$ cat src/rtl/swan_theta_round_ctrl_if.sv
// Start/result and round-key request signals of the SWAN128 round sequencer.
// The abort input exists only when SWAN_THETA_CTRL_ABORT_EN is defined.
interface swan_theta_round_ctrl_if #(
  parameter int BLOCK_SIZE = 128
);
  localparam int SIDE_SIZE = BLOCK_SIZE / 2;

  logic                  start;
  logic [BLOCK_SIZE-1:0] din;
  logic                  busy;
  logic                  done;
  logic [BLOCK_SIZE-1:0] dout;
  logic                  rk_req;
  logic                  rk_ack;
  logic [7:0]            rk_idx;
  logic [SIDE_SIZE-1:0]  rk;
`ifdef SWAN_THETA_CTRL_ABORT_EN
  logic                  abort;

  modport master (
    output start, din, rk_ack, rk, abort,
    input  busy, done, dout, rk_req, rk_idx
  );
  modport slave (
    input  start, din, rk_ack, rk, abort,
    output busy, done, dout, rk_req, rk_idx
  );
`else
  modport master (
    output start, din, rk_ack, rk,
    input  busy, done, dout, rk_req, rk_idx
  );
  modport slave (
    input  start, din, rk_ack, rk,
    output busy, done, dout, rk_req, rk_idx
  );
`endif
endinterface

$ cat src/rtl/swan_theta_round_ctrl.sv
// SWAN128 round sequencer: Feistel rounds with the theta-key transform, one fetched key per round.
// Latency 2*ROUNDS+1 cycles from the start edge to done with zero-wait key acks; each ack wait adds one cycle.
// Waits on rk_ack indefinitely (no timeout); start is ignored unless IDLE. Optional abort: SWAN_THETA_CTRL_ABORT_EN.
module swan_theta_round_ctrl #(
  parameter int BLOCK_SIZE = 128,
  parameter int ROUNDS     = 32,
  parameter int PA         = 1,
  parameter int PB         = 3,
  parameter int PC         = 13
) (
  input  logic                          clk,
  input  logic                          rst_n,
  swan_theta_round_ctrl_if.slave        bus
);
  localparam int         SIDE_SIZE   = BLOCK_SIZE / 2;
  localparam int         COLUMN_SIZE = SIDE_SIZE / 4;
  localparam logic [7:0] LAST_RND    = 8'(ROUNDS - 1);

  typedef enum logic [1:0] {
    IDLE  = 2'd0,
    KREQ  = 2'd1,
    APPLY = 2'd2,
    DONE  = 2'd3
  } state_t;

  state_t                state_q, state_nxt;
  logic [SIDE_SIZE-1:0]  l_q, l_nxt;
  logic [SIDE_SIZE-1:0]  r_q, r_nxt;
  logic [SIDE_SIZE-1:0]  rk_q, rk_nxt;
  logic [7:0]            cnt_q, cnt_nxt;
  logic                  done_q, done_nxt;
  logic [BLOCK_SIZE-1:0] dout_q, dout_nxt;
  logic                  rk_req;
  logic                  abort_hit;

`ifdef SWAN_THETA_CTRL_ABORT_EN
  assign abort_hit = bus.abort;
`else
  assign abort_hit = 1'b0;
`endif

  // Rotation toward the LSB, read out of a doubled copy of the column.
  function automatic logic [COLUMN_SIZE-1:0] rotr(input logic [COLUMN_SIZE-1:0] v, input int n);
    logic [2*COLUMN_SIZE-1:0] dbl;
    int                       s;
    dbl = {v, v};
    s   = n % COLUMN_SIZE;
    return dbl[s +: COLUMN_SIZE];
  endfunction

  // Column 0 is the most significant COLUMN_SIZE bits (MSB-first numbering).
  function automatic logic [SIDE_SIZE-1:0] theta(input logic [SIDE_SIZE-1:0] x,
                                                 input logic [SIDE_SIZE-1:0] k);
    logic [COLUMN_SIZE-1:0] a0, a1, a2, a3;
    a0 = x[4*COLUMN_SIZE-1 -: COLUMN_SIZE];
    a1 = x[3*COLUMN_SIZE-1 -: COLUMN_SIZE];
    a2 = x[2*COLUMN_SIZE-1 -: COLUMN_SIZE];
    a3 = x[COLUMN_SIZE-1:0];
    return {rotr(a0, PC), rotr(a1, PB), rotr(a2, PA), a3} ^ k;
  endfunction

  always_ff @(posedge clk or negedge rst_n) begin
    if (!rst_n) begin
      state_q <= IDLE;
      l_q     <= '0;
      r_q     <= '0;
      rk_q    <= '0;
      cnt_q   <= '0;
      done_q  <= 1'b0;
      dout_q  <= '0;
    end else begin
      state_q <= state_nxt;
      l_q     <= l_nxt;
      r_q     <= r_nxt;
      rk_q    <= rk_nxt;
      cnt_q   <= cnt_nxt;
      done_q  <= done_nxt;
      dout_q  <= dout_nxt;
    end
  end

  always_comb begin
    state_nxt = state_q;
    l_nxt     = l_q;
    r_nxt     = r_q;
    rk_nxt    = rk_q;
    cnt_nxt   = cnt_q;
    done_nxt  = 1'b0;
    dout_nxt  = dout_q;
    rk_req    = 1'b0;
    case (state_q)
      IDLE: begin
        if (bus.start) begin
          {l_nxt, r_nxt} = bus.din;
          cnt_nxt        = '0;
          state_nxt      = KREQ;
        end
      end
      KREQ: begin
        rk_req = 1'b1;
        if (abort_hit) begin
          state_nxt = IDLE;
        end else if (bus.rk_ack) begin
          rk_nxt    = bus.rk;
          state_nxt = APPLY;
        end
      end
      APPLY: begin
        // An abort here discards the round: L/R are not architecturally visible.
        if (abort_hit) begin
          state_nxt = IDLE;
        end else begin
          l_nxt     = r_q;
          r_nxt     = l_q ^ theta(r_q, rk_q);
          cnt_nxt   = cnt_q + 8'd1;
          state_nxt = (cnt_q == LAST_RND) ? DONE : KREQ;
        end
      end
      DONE: begin
        // done and dout update together so done never flags a stale result.
        dout_nxt  = {l_q, r_q};
        done_nxt  = 1'b1;
        state_nxt = IDLE;
      end
      default: state_nxt = IDLE;
    endcase
  end

  assign bus.busy   = (state_q != IDLE);
  assign bus.done   = done_q;
  assign bus.dout   = dout_q;
  assign bus.rk_req = rk_req;
  assign bus.rk_idx = cnt_q;

endmodule
$ cat src/flat_wrapper.sv
// flat-port wrapper written by rule: the top's interface ports become plain ports
module swan_theta_round_ctrl_flat 
#(
  parameter int BLOCK_SIZE = 128,
  parameter int ROUNDS     = 32,
  parameter int PA         = 1,
  parameter int PB         = 3,
  parameter int PC         = 13
)
  (clk, rst_n, bus_start, bus_din, bus_rk_ack, bus_rk, bus_busy, bus_done, bus_dout, bus_rk_req, bus_rk_idx);
  swan_theta_round_ctrl_if #(.BLOCK_SIZE(BLOCK_SIZE)) bus_i ();
  input  logic clk;
  input  logic rst_n;
  input wire logic [$bits(bus_i.start)-1:0] bus_start;
  input wire logic [$bits(bus_i.din)-1:0] bus_din;
  input wire logic [$bits(bus_i.rk_ack)-1:0] bus_rk_ack;
  input wire logic [$bits(bus_i.rk)-1:0] bus_rk;
  output wire logic [$bits(bus_i.busy)-1:0] bus_busy;
  output wire logic [$bits(bus_i.done)-1:0] bus_done;
  output wire logic [$bits(bus_i.dout)-1:0] bus_dout;
  output wire logic [$bits(bus_i.rk_req)-1:0] bus_rk_req;
  output wire logic [$bits(bus_i.rk_idx)-1:0] bus_rk_idx;
  assign bus_i.start = bus_start;
  assign bus_i.din = bus_din;
  assign bus_i.rk_ack = bus_rk_ack;
  assign bus_i.rk = bus_rk;
  assign bus_busy = bus_i.busy;
  assign bus_done = bus_i.done;
  assign bus_dout = bus_i.dout;
  assign bus_rk_req = bus_i.rk_req;
  assign bus_rk_idx = bus_i.rk_idx;
  swan_theta_round_ctrl #(.BLOCK_SIZE(BLOCK_SIZE), .ROUNDS(ROUNDS), .PA(PA), .PB(PB), .PC(PC)) u_core (.clk(clk), .rst_n(rst_n), .bus(bus_i));
endmodule
$ cat config.mk
export PLATFORM = sky130hd
export DESIGN_NAME = swan_theta_round_ctrl_flat
export DESIGN_NICKNAME = d
export VERILOG_FILES = /design/src/rtl/swan_theta_round_ctrl_if.sv /design/src/rtl/swan_theta_round_ctrl.sv /design/src/flat_wrapper.sv
export SDC_FILE = /design/constraint.sdc
export NUM_CORES = 1
export LEC_CHECK = 0
export ABC_CLOCK_PERIOD_IN_PS = 3000
export CAP_MARGIN = 10
export CORE_MARGIN = 1
export CORE_UTILIZATION = 52
export CTS_BUF_LIST = sky130_fd_sc_hd__clkbuf_8
export CTS_CLUSTER_SIZE = 16
export DETAILED_ROUTE_END_ITERATION = 6
export GPL_ROUTABILITY_DRIVEN = 0
export PLACE_DENSITY = 0.86
export SETUP_SLACK_MARGIN = 0.2
export SYNTH_ARGS = -nofsm -noshare
export SYNTH_HDL_FRONTEND = slang
export SYNTH_SLANG_ARGS = --single-unit
export TNS_END_PERCENT = 100
$ cat constraint.sdc
create_clock -name clk -period 3 [get_ports clk]
set_clock_uncertainty 0.15 [all_clocks]
set_input_delay 0.45 -clock clk [delete_from_list [all_inputs] [get_ports clk]]
set_output_delay 0.45 -clock clk [all_outputs]
set_load 0.03 [all_outputs]
### Word level (Yosys, flattened, before mapping)

Index checks and enable logic that the tools add are counted.

| operators by class | value |
|---|---|
| add/sub/neg operators | 1 |
| eq/ne operators | 6 |
| muxes and demuxes | 12 |
| bitwise gates (word level) | 2 |
| reductions and logical operators | 6 |

Operator list:

| operator | count |
|---|---|
| one-hot mux 64 bit (2 select lines) | 2 |
| 2-to-1 mux 64 bit | 2 |
| bitwise XOR 64 bit | 2 |
| one-hot mux 8 bit (2 select lines) | 1 |
| adder 8 x 1 -> 8 bit (second input constant) | 1 |
| == test 8 x 5 -> 1 bit (second input constant) | 1 |
| 2-to-1 mux 8 bit | 1 |
| one-hot mux 2 bit (4 select lines) | 1 |
| 2-to-1 mux 2 bit | 3 |
| AND reduction 2 bit | 3 |
| == test 2 bit (second input constant) | 2 |
| inequality test 2 bit (second input constant) | 2 |
| nonzero test 2 bit | 2 |
| == test 2 x 1 -> 1 bit (second input constant) | 1 |
| zero test 2 bit | 1 |
| 2-to-1 mux 1 bit | 2 |

| storage, ports and cells | value |
|---|---|
| register bits after elaboration | 331 |
| bits of input ports | 196 |
| output and inout bits | 139 |
| logic and storage cells | 34 |

### Longest topological paths before layout

Gate-level depths: netlist (run 1).

| logic depth | value |
|---|---|
| depth after elaboration | 3 |
| mapped depth | 7 |
| depth with buffers taken out | 4 |

### Worst setup path before layout (run 1)

OpenSTA, ideal clock, no wires.

| path | value |
|---|---|
| path type | register to output |
| start | register u_core.state_q[1] |
| end | output bus_busy |
| arrival | 1.213 ns |
| data required time | 2.400 ns |
| path slack | 1.187 ns |
| stages on the path, launching flop included | 5 |
| buffers on the path | 3 |
| cells stage by stage | dfrtp_1 > buf_6 > buf_2 > clkbuf_1 > or2_2 |

| between the ends | value |
|---|---|
| word-level cells in the longest chain between the ends | 1 |

RTL lines:

| element | line | source |
|---|---|---|
| from (decl) | swan_theta_round_ctrl.sv:26 | `state_t state_q, state_nxt;` |
| from (signal assigned) | swan_theta_round_ctrl.sv:72 | `state_q <= state_nxt;` |
| nonzero test 2 bit | swan_theta_round_ctrl.sv:129 | `assign bus.busy = (state_q != IDLE);` |
| to (decl) | flat_wrapper.sv:18 | `output wire logic [$bits(bus_i.busy)-1:0] bus_busy;` |

No other way between the ends.

### Final worst setup path (run 1)

| path | value |
|---|---|
| start | register u_core.state_q[1] |
| end | output bus_rk_req |

| between the ends | value |
|---|---|
| word-level cells in the longest chain between the ends | 2 |

RTL lines:

| element | line | source |
|---|---|---|
| == test 2 x 1 -> 1 bit | swan_theta_round_ctrl.sv:91 | `case (state_q)` |
| 2-to-1 mux 1 bit | swan_theta_round_ctrl.sv:91 |  |
| to (decl) | flat_wrapper.sv:21 | `output wire logic [$bits(bus_i.rk_req)-1:0] bus_rk_req;` |

No other way between the ends.

==> results.yml, run 1 <==
run_status:
  status: "finished clean"
synth:
  postSynthRegisterBits: 331
  yosysMostFrequentCell: "sky130_fd_sc_hd__dfrtp_1"
  synth_cell_type_count: 39
  synth.cell_area_mm2: 0.0151
  synth.top_cell.area_share_pct: 54.9
  ys_warn_count: 0
  synthesis.area_per_instance_um2: 12.1
  cell_count_after_synthesis: 1247
  synthTopCellsByArea: "sky130_fd_sc_hd__dfrtp_1, sky130_fd_sc_hd__mux2_2, sky130_fd_sc_hd__xnor2_1"
  synth_edf_count: 0
  synth_commonest_cells: "sky130_fd_sc_hd__dfrtp_1, sky130_fd_sc_hd__nand2_1, sky130_fd_sc_hd__mux2_2, sky130_fd_sc_hd__xnor2_1, sky130_fd_sc_hd__nor2_1"
  ys_seq_area_share_pct: 54.9
  synth_ff_type: "sky130_fd_sc_hd__dfrtp_1"
  ys_async_rst_share_pct: 100
  synth_fp_nets: 1444
  netlist.top_cell.by_area: "sky130_fd_sc_hd__dfrtp_1"
placed_design:
  placed_area_mm2: 0.0188
  numPlacedInstances: 1897
  portBuffers: 334
  detailed_place_hpwl_um: 26300
  place_worst_setup_slack_ns: 0.512
global_route:
  overflow: 0
  grt_first_pass_wirelength_um: 64000
  first_global_vias: 12000
  grt_max_degree: 104
  global_route.usage.total_pct: 28.0
  initial_antenna_violation_count: 1
floorplanning:
  core_mm2: 0.0282
  placementRows: 61
  dieArea_mm2: 0.0297
  die-height_um: 172
  design.portCount: 335
  effective_utilization_at_floorplan_pct: 53.5
  horizontal_die_dimension_um: 172
clock_network:
  tritoncts: "built"
  clk_transition_reported_paths_ns: 0.06
  post-cts-setup-buffers: 0
  root_buffer: "sky130_fd_sc_hd__clkbuf_8"
  insertion_delay_ns: 0.57
  clock_tree.htree_level_count: 2
  clockBufferDepth: 3
  cts_buffers: 55
  tritoncts_num_sinks: 331
sta:
  final.setup.tns_ns: 0
  timing.final.ws_setup_ns: 0.464
  timing.slew.headroom_pct: 55.6
  final_min_period_over_clock_period_pct: 84.5
  grt_setup_unrepaired: "no"
  final-setup-viol-count: 0
  final_max_slew_viol_count: 0
  max_freq_mhz: 394
  final_hold_viol_count: 0
  period_minus_slack_ns: 2.54
  transition_time_at_the_pin_with_the_least_slew_margin_ns: 0.667
final_layout:
  final_layout_size_suffix_gt1_share_pct: 19.2
  total_area_of_multi_input_combinational_cells_mm2: 0.00629
  stdcell_area_mm2: 0.0200
  final-instance-count-excl-fill: 1999
  final.fill_count: 1862
  synthToLayoutAreaGrowth_pct: 32.6
  register_area_mm2: 0.00829
  final_nets: 1774
setup_path:
  reg2reg_depth: 4
  critPathLaunchType: "register"
  crit_path_end_kind: "primary output"
  reg2reg_setup_slack_ns: 0.80
  reg2reg_end: "u_core.bus.dout[107]$_DFFE_PN0P_"
  critPathKind: "reg -> out"
  r2r_startpoint: "u_core.state_q[0]$_DFFE_PN0P_"
  cp.arrival_ns: 1.94
  path_max_fanout: 20
  cp_data_required_time_ns: 2.40
detailed_routing:
  first_iter_violations: 1011
  antenna_left: 0
  detailed_route_wirelength_on_metal3_um: 3360
  detailed_route_wl_um: 41000
  drcViolationCount: 0
  route.met2.wl_um: 19700
  met1_length_um: 16100
  vias_per_cell: 5.68
  route.vias.total: 11400
  drt_pass1_iterations: 7
  avgRoutedWirePerCell_um: 20.5
  uppermost_layer_routed: "met5"
pwr:
  p_int_uw: 14600
  cellLeakagePower_uw: 0.00858
  power.clock.fraction_pct: 17.4
  p_per_area_mw_per_mm2: 1200
  p_switching_uw: 9380
  worst_voltage_drop_across_the_vdd_grid_uv: 649
  p_comb_share_pct: 46.3
  switching_share_pct: 39.0
  seq_power_share_pct: 36.3
worst_hold_path:
  hold_path.class: "in -> async"
run:
  cap_violations: 0
==> critical path, cell delays in order, from the launching register on <==
cell and delay, ns:
sky130_fd_sc_hd__dfrtp_4 0.61, sky130_fd_sc_hd__nand2b_4 0.20, sky130_fd_sc_hd__inv_2 0.09, sky130_fd_sc_hd__dlygate4sd2_1 0.46
==> worst max-delay path by stage <==
stage | startpoint | end | slack, ns | depth (start not counted)
floorplan | u_core.state_q[1]$_DFFE_PN0P_ | bus_busy | 1.19 | 4
global placement | bus_start | u_core.r_q[1]$_DFFE_PN0P_ | 0.57 | 5
detailed placement | bus_start | u_core.r_q[49]$_DFFE_PN0P_ | 0.51 | 5
CTS | u_core.state_q[1]$_DFFE_PN0P_ | bus_busy | 0.22 | 2
global route | u_core.state_q[1]$_DFFE_PN0P_ | bus_rk_req | 0.40 | 3
finish | u_core.state_q[1]$_DFFE_PN0P_ | bus_rk_req | 0.46 | 3
==> what timing repair did <==
action / in CTS / in global routing
hold buffers: 1 / 0
gates resized for setup: 1 / 1
endpoints found under the setup margin: 1 / 1
hold endpoints to repair: 71 / 0
==> routing by layer <==
layer  vias to the layer above  track usage, %
li1                       5039               -
met1                      5651            34.1
met2                       543            46.4
met3                       129            7.03
met4                         2            13.9
met5                         -               0
==> state kept, by name (all words and copies together), names as in the netlist <==
name / cells
u_core.r_q: 64
u_core.bus.rk_idx: 8
u_core.bus.done: 1
u_core.rk_q: 64
u_core.bus.dout: 128
u_core.l_q: 64
u_core.state_q: 2
==> power groups by stage <==
stage	clock network, uW	registers, uW	logic [uW]
finish	4170	8730	11100
global route	4460	9000	11900
CTS	4250	8690	11200
detailed placement	0	8720	11000
global placement	0	8560	10700
floorplan	0	9860	6020
==> per-stage QoR <==
step	util (%)	hold WS, ns	power [uW]
floorplan	-	0.00441	15900
global placement	66.7	0.314	19300
detailed placement	66.7	0.320	19800
CTS	71.0	0.256	24100
global route	71.0	0.266	25400
finish	71.0	0.296	24000
==> cells in the final DEF, fill, tap and decap left out, types with 2 or more instances in the layout <==
master | Yosys | layout
sky130_fd_sc_hd__xor2_1 | 17 | 17
sky130_fd_sc_hd__a211oi_1 | 2 | 2
sky130_fd_sc_hd__bufinv_16 | 0 | 2
sky130_fd_sc_hd__nand2_1 | 150 | 149
sky130_fd_sc_hd__dfrtp_1 | 331 | 329
sky130_fd_sc_hd__clkbuf_8 | 0 | 75
sky130_fd_sc_hd__xnor2_1 | 95 | 95
sky130_fd_sc_hd__buf_12 | 0 | 11
sky130_fd_sc_hd__nand2b_4 | 1 | 2
sky130_fd_sc_hd__a21oi_1 | 17 | 17
sky130_fd_sc_hd__nor3b_1 | 47 | 47
sky130_fd_sc_hd__a221oi_1 | 16 | 16
sky130_fd_sc_hd__buf_4 | 8 | 14
sky130_fd_sc_hd__nand3_1 | 6 | 6
sky130_fd_sc_hd__a221o_1 | 47 | 47
sky130_fd_sc_hd__a22o_1 | 3 | 3
sky130_fd_sc_hd__or2_2 | 18 | 18
sky130_fd_sc_hd__or3b_2 | 2 | 2
sky130_fd_sc_hd__clkdlybuf4s50_1 | 0 | 331
sky130_fd_sc_hd__mux2i_1 | 16 | 16
sky130_fd_sc_hd__mux2_4 | 49 | 49
sky130_fd_sc_hd__or4_1 | 4 | 4
sky130_fd_sc_hd__o21ai_0 | 20 | 20
sky130_fd_sc_hd__mux2_2 | 128 | 128
sky130_fd_sc_hd__nand2b_1 | 17 | 16
sky130_fd_sc_hd__inv_1 | 18 | 40
sky130_fd_sc_hd__o211ai_1 | 3 | 3
sky130_fd_sc_hd__a31oi_1 | 64 | 64
sky130_fd_sc_hd__or3b_1 | 14 | 14
sky130_fd_sc_hd__nor2_1 | 66 | 66
==> layout make-up <==
type | count | area share [%]
antenna | 1 | 0.0125
clock buffer | 75 | 5.16
clock inverter | 25 | 0.739
inverter | 19 | 0.357
multi-input combinational | 810 | 31.5
sequential | 331 | 41.5
tap | 378 | 2.37
timing repair buffer | 360 | 18.4
==> kinds of logic (layout without fill, tap and decap cells) <==
| family | after synthesis | after routing | synth area share (%) |
|---|---|---|---|
| buf+inv | 106 | 479 | 3.63 |
| xor+xnor | 112 | 112 | 6.51 |
| simple gates | 330 | 330 | 10.8 |
| flops | 331 | 331 | 54.9 |
| fa+ha+maj | 1 | 1 | 0.0830 |
| compound gates | 174 | 174 | 8.55 |
| other cells | 0 | 1 | 0 |
| mux | 193 | 193 | 15.5 |
(Power assumes the default switching activity.)
==> inputs of run 2 (changes only) <==
--- a/config.mk
+++ b/config.mk
@@ -5,15 +5,15 @@
 export SDC_FILE = /design/constraint.sdc
 export NUM_CORES = 1
 export LEC_CHECK = 0
-export ABC_CLOCK_PERIOD_IN_PS = 3000
+export ABC_CLOCK_PERIOD_IN_PS = 2200
 export CAP_MARGIN = 10
 export CORE_MARGIN = 1
-export CORE_UTILIZATION = 52
+export CORE_UTILIZATION = 47
 export CTS_BUF_LIST = sky130_fd_sc_hd__clkbuf_8
 export CTS_CLUSTER_SIZE = 16
 export DETAILED_ROUTE_END_ITERATION = 6
 export GPL_ROUTABILITY_DRIVEN = 0
-export PLACE_DENSITY = 0.86
+export PLACE_DENSITY = 0.82
 export SETUP_SLACK_MARGIN = 0.2
 export SYNTH_ARGS = -nofsm -noshare
 export SYNTH_HDL_FRONTEND = slang
==> constraint.sdc (replaced) <==
create_clock -name clk -period 2.2 [get_ports clk]
set_clock_uncertainty 0.15 [all_clocks]
set_input_delay 0.33 -clock clk [delete_from_list [all_inputs] [get_ports clk]]
set_output_delay 0.33 -clock clk [all_outputs]
set_load 0.03 [all_outputs]
==> results.yml, run 2 (same netlist as run 1, synthesis figures left out) <==
global_route:
  global_route.usage.total_pct: 24.9
  initial_antenna_violation_count: 0
  overflow: 0
  first_global_vias: 11800
  grt_first_pass_wirelength_um: 64700
  grt_max_degree: 78
pwr:
  worst_voltage_drop_across_the_vdd_grid_uv: 859
  p_per_area_mw_per_mm2: 1590
  cellLeakagePower_uw: 0.00897
detailed_routing:
  first_iter_violations: 720
  antenna_left: 0
  route.vias.total: 11300
  detailed_route_wl_um: 42100
  drt_pass1_iterations: 5
  avgRoutedWirePerCell_um: 20.6
  vias_per_cell: 5.55
  drcViolationCount: 0
clock_network:
  clock_tree.htree_level_count: 2
  tritoncts: "built"
  clockBufferDepth: 3
  clk_transition_reported_paths_ns: 0.07
  cts_buffers: 55
  insertion_delay_ns: 0.59
  root_buffer: "sky130_fd_sc_hd__clkbuf_8"
  tritoncts_num_sinks: 331
floorplanning:
  design.portCount: 335
  effective_utilization_at_floorplan_pct: 47.8
  horizontal_die_dimension_um: 181
  core_mm2: 0.0316
  dieArea_mm2: 0.0328
  placementRows: 65
  die-height_um: 181
worst_hold_path:
  hold_path.class: "in -> async"
setup_path:
  critPathKind: "reg -> out"
  cp_data_required_time_ns: 1.72
  path_max_fanout: 2
  cp.arrival_ns: 1.66
  reg2reg_setup_slack_ns: 0.13
  reg2reg_depth: 5
  crit_path_end_kind: "primary output"
  critPathLaunchType: "register"
final_layout:
  commonest_non_fill_non_tap_cell_in_the_layout: "sky130_fd_sc_hd__dfrtp_1"
  most-common-layout-cells: "sky130_fd_sc_hd__dfrtp_1, sky130_fd_sc_hd__clkdlybuf4s50_1, sky130_fd_sc_hd__nand2_1"
  antenna_cells_inserted: 0
  final_layout_size_suffix_gt1_share_pct: 20.7
  max_reg_flops: 128
  final_nets: 1805
  synthToLayoutAreaGrowth_pct: 34.1
placed_design:
  place_worst_setup_slack_ns: 0.0417
  portBuffers: 334
  detailed_place_hpwl_um: 27200
sta:
  transition_time_at_the_pin_with_the_least_slew_margin_ns: 0.497
  final.setup.tns_ns: 0
  timing.slew.headroom_pct: 66.8
  final_min_period_over_clock_period_pct: 97.1
  final-setup-viol-count: 0
  timing.final.ws_setup_ns: 0.0636
  max_freq_mhz: 468
  grt_setup_unrepaired: "yes"
  final_max_slew_viol_count: 0
  final_hold_viol_count: 0
  period_minus_slack_ns: 2.14
run_status:
  status: "finished clean"
run:
  cap_violations: 0
[run 2: cell types whose count changed in the layout (fill, tap and decap cells not counted), sizes merged]
| cell | previous run | this run |
|---|---|---|
| buf | 26 | 54 |
| bufinv | 2 | 1 |
| clkdlybuf4s15 | 0 | 5 |
| clkdlybuf4s50 | 331 | 194 |
| clkinv | 1 | 0 |
| clkinvlp | 0 | 1 |
| diode | 1 | 0 |
| dlygate4sd2 | 1 | 130 |
| dlymetal6s2s | 1 | 0 |
| inv | 41 | 38 |
[run 2: what timing repair did]
| action | CTS | global route |
|---|---|---|
| hold endpoints to repair | 295 | 0 |
| resized for setup | 159 | 15 |
| setup buffers | 6 | 5 |
| hold buffers | 1 | 0 |
| gates cloned | 0 | 6 |
| setup endpoints to repair | 139 | 174 |
| pin swaps | 2 | 3 |
[run 2: final timing paths]
kind                                                 from                               to
max                         u_core.state_q[1]$_DFFE_PN0P_                       bus_rk_req
min                                                 rst_n       u_core.r_q[12]$_DFFE_PN0P_
max reg2reg                 u_core.state_q[1]$_DFFE_PN0P_  u_core.bus.dout[48]$_DFFE_PN0P_
min reg2reg                u_core.bus.dout[8]$_DFFE_PN0P_   u_core.bus.dout[8]$_DFFE_PN0P_
max in group asynchronous                           rst_n  u_core.bus.dout[46]$_DFFE_PN0P_
min in group clk                              bus_din[64]        u_core.l_q[0]$_DFFE_PN0P_
[run 2: power by group]
group | leakage (uW) | switching (uW) | total, uW | internal, uW
logic | 0.00448 | 7870 | 15200 | 7300
clock network | 0.000604 | 2400 | 5260 | 2860
registers | 0.00390 | 2560 | 11700 | 9140
total | 0.00897 | 12800 | 32100 | 19300
[run 2: final cells by class]
class                           instances  area, um2
Clock buffer                           68        936
Clock inverter                         21        114
Fill cell                            2441      11300
Inverter                               19       73.8
Multi-Input combinational cell        810       6290
Sequential cell                       331       8290
Tap cell                              402        503
Timing Repair Buffer                  391       4010
[run 2: metrics by stage]
| stage | utilization, % | total power, uW | area [um2] | cells | hold slack [ns] |
|---|---|---|---|---|---|
| after floorplan | - | 21700 | 15100 | 1247 | -0.116 |
| after global placement | 60.2 | 26600 | 19000 | 1935 | 0.163 |
| after detailed placement | 60.2 | 27100 | 19000 | 1935 | 0.160 |
| after CTS | 63.4 | 31900 | 20000 | 2031 | 0.119 |
| after global routing | 64.1 | 33900 | 20200 | 2042 | 0.155 |
| final | 64.1 | 32100 | 20200 | 2042 | 0.140 |
[run 2: routing by layer]
layer  share of wire [%]  track usage (%)
met1                  42             32.8
met2                  48             40.9
met3                 6.9             5.42
met4                 2.6             8.17
met5                   0                0
[run 2: critical path, cell delays in order, from the launching register on]
cell                       delay (ns)
sky130_fd_sc_hd__dfrtp_4         0.51
sky130_fd_sc_hd__buf_6           0.13
sky130_fd_sc_hd__buf_6           0.10
sky130_fd_sc_hd__nand2b_4        0.14
sky130_fd_sc_hd__inv_4           0.07
sky130_fd_sc_hd__buf_6           0.12
==> inputs of run 3 (changes only) <==
--- a/config.mk
+++ b/config.mk
@@ -5,7 +5,6 @@
 export SDC_FILE = /design/constraint.sdc
 export NUM_CORES = 1
 export LEC_CHECK = 0
-export ABC_CLOCK_PERIOD_IN_PS = 2200
 export CAP_MARGIN = 10
 export CORE_MARGIN = 1
 export CORE_UTILIZATION = 47
==> results of run 3 <==
No change in the layout: final DEF, timing and power equal those of run 2.
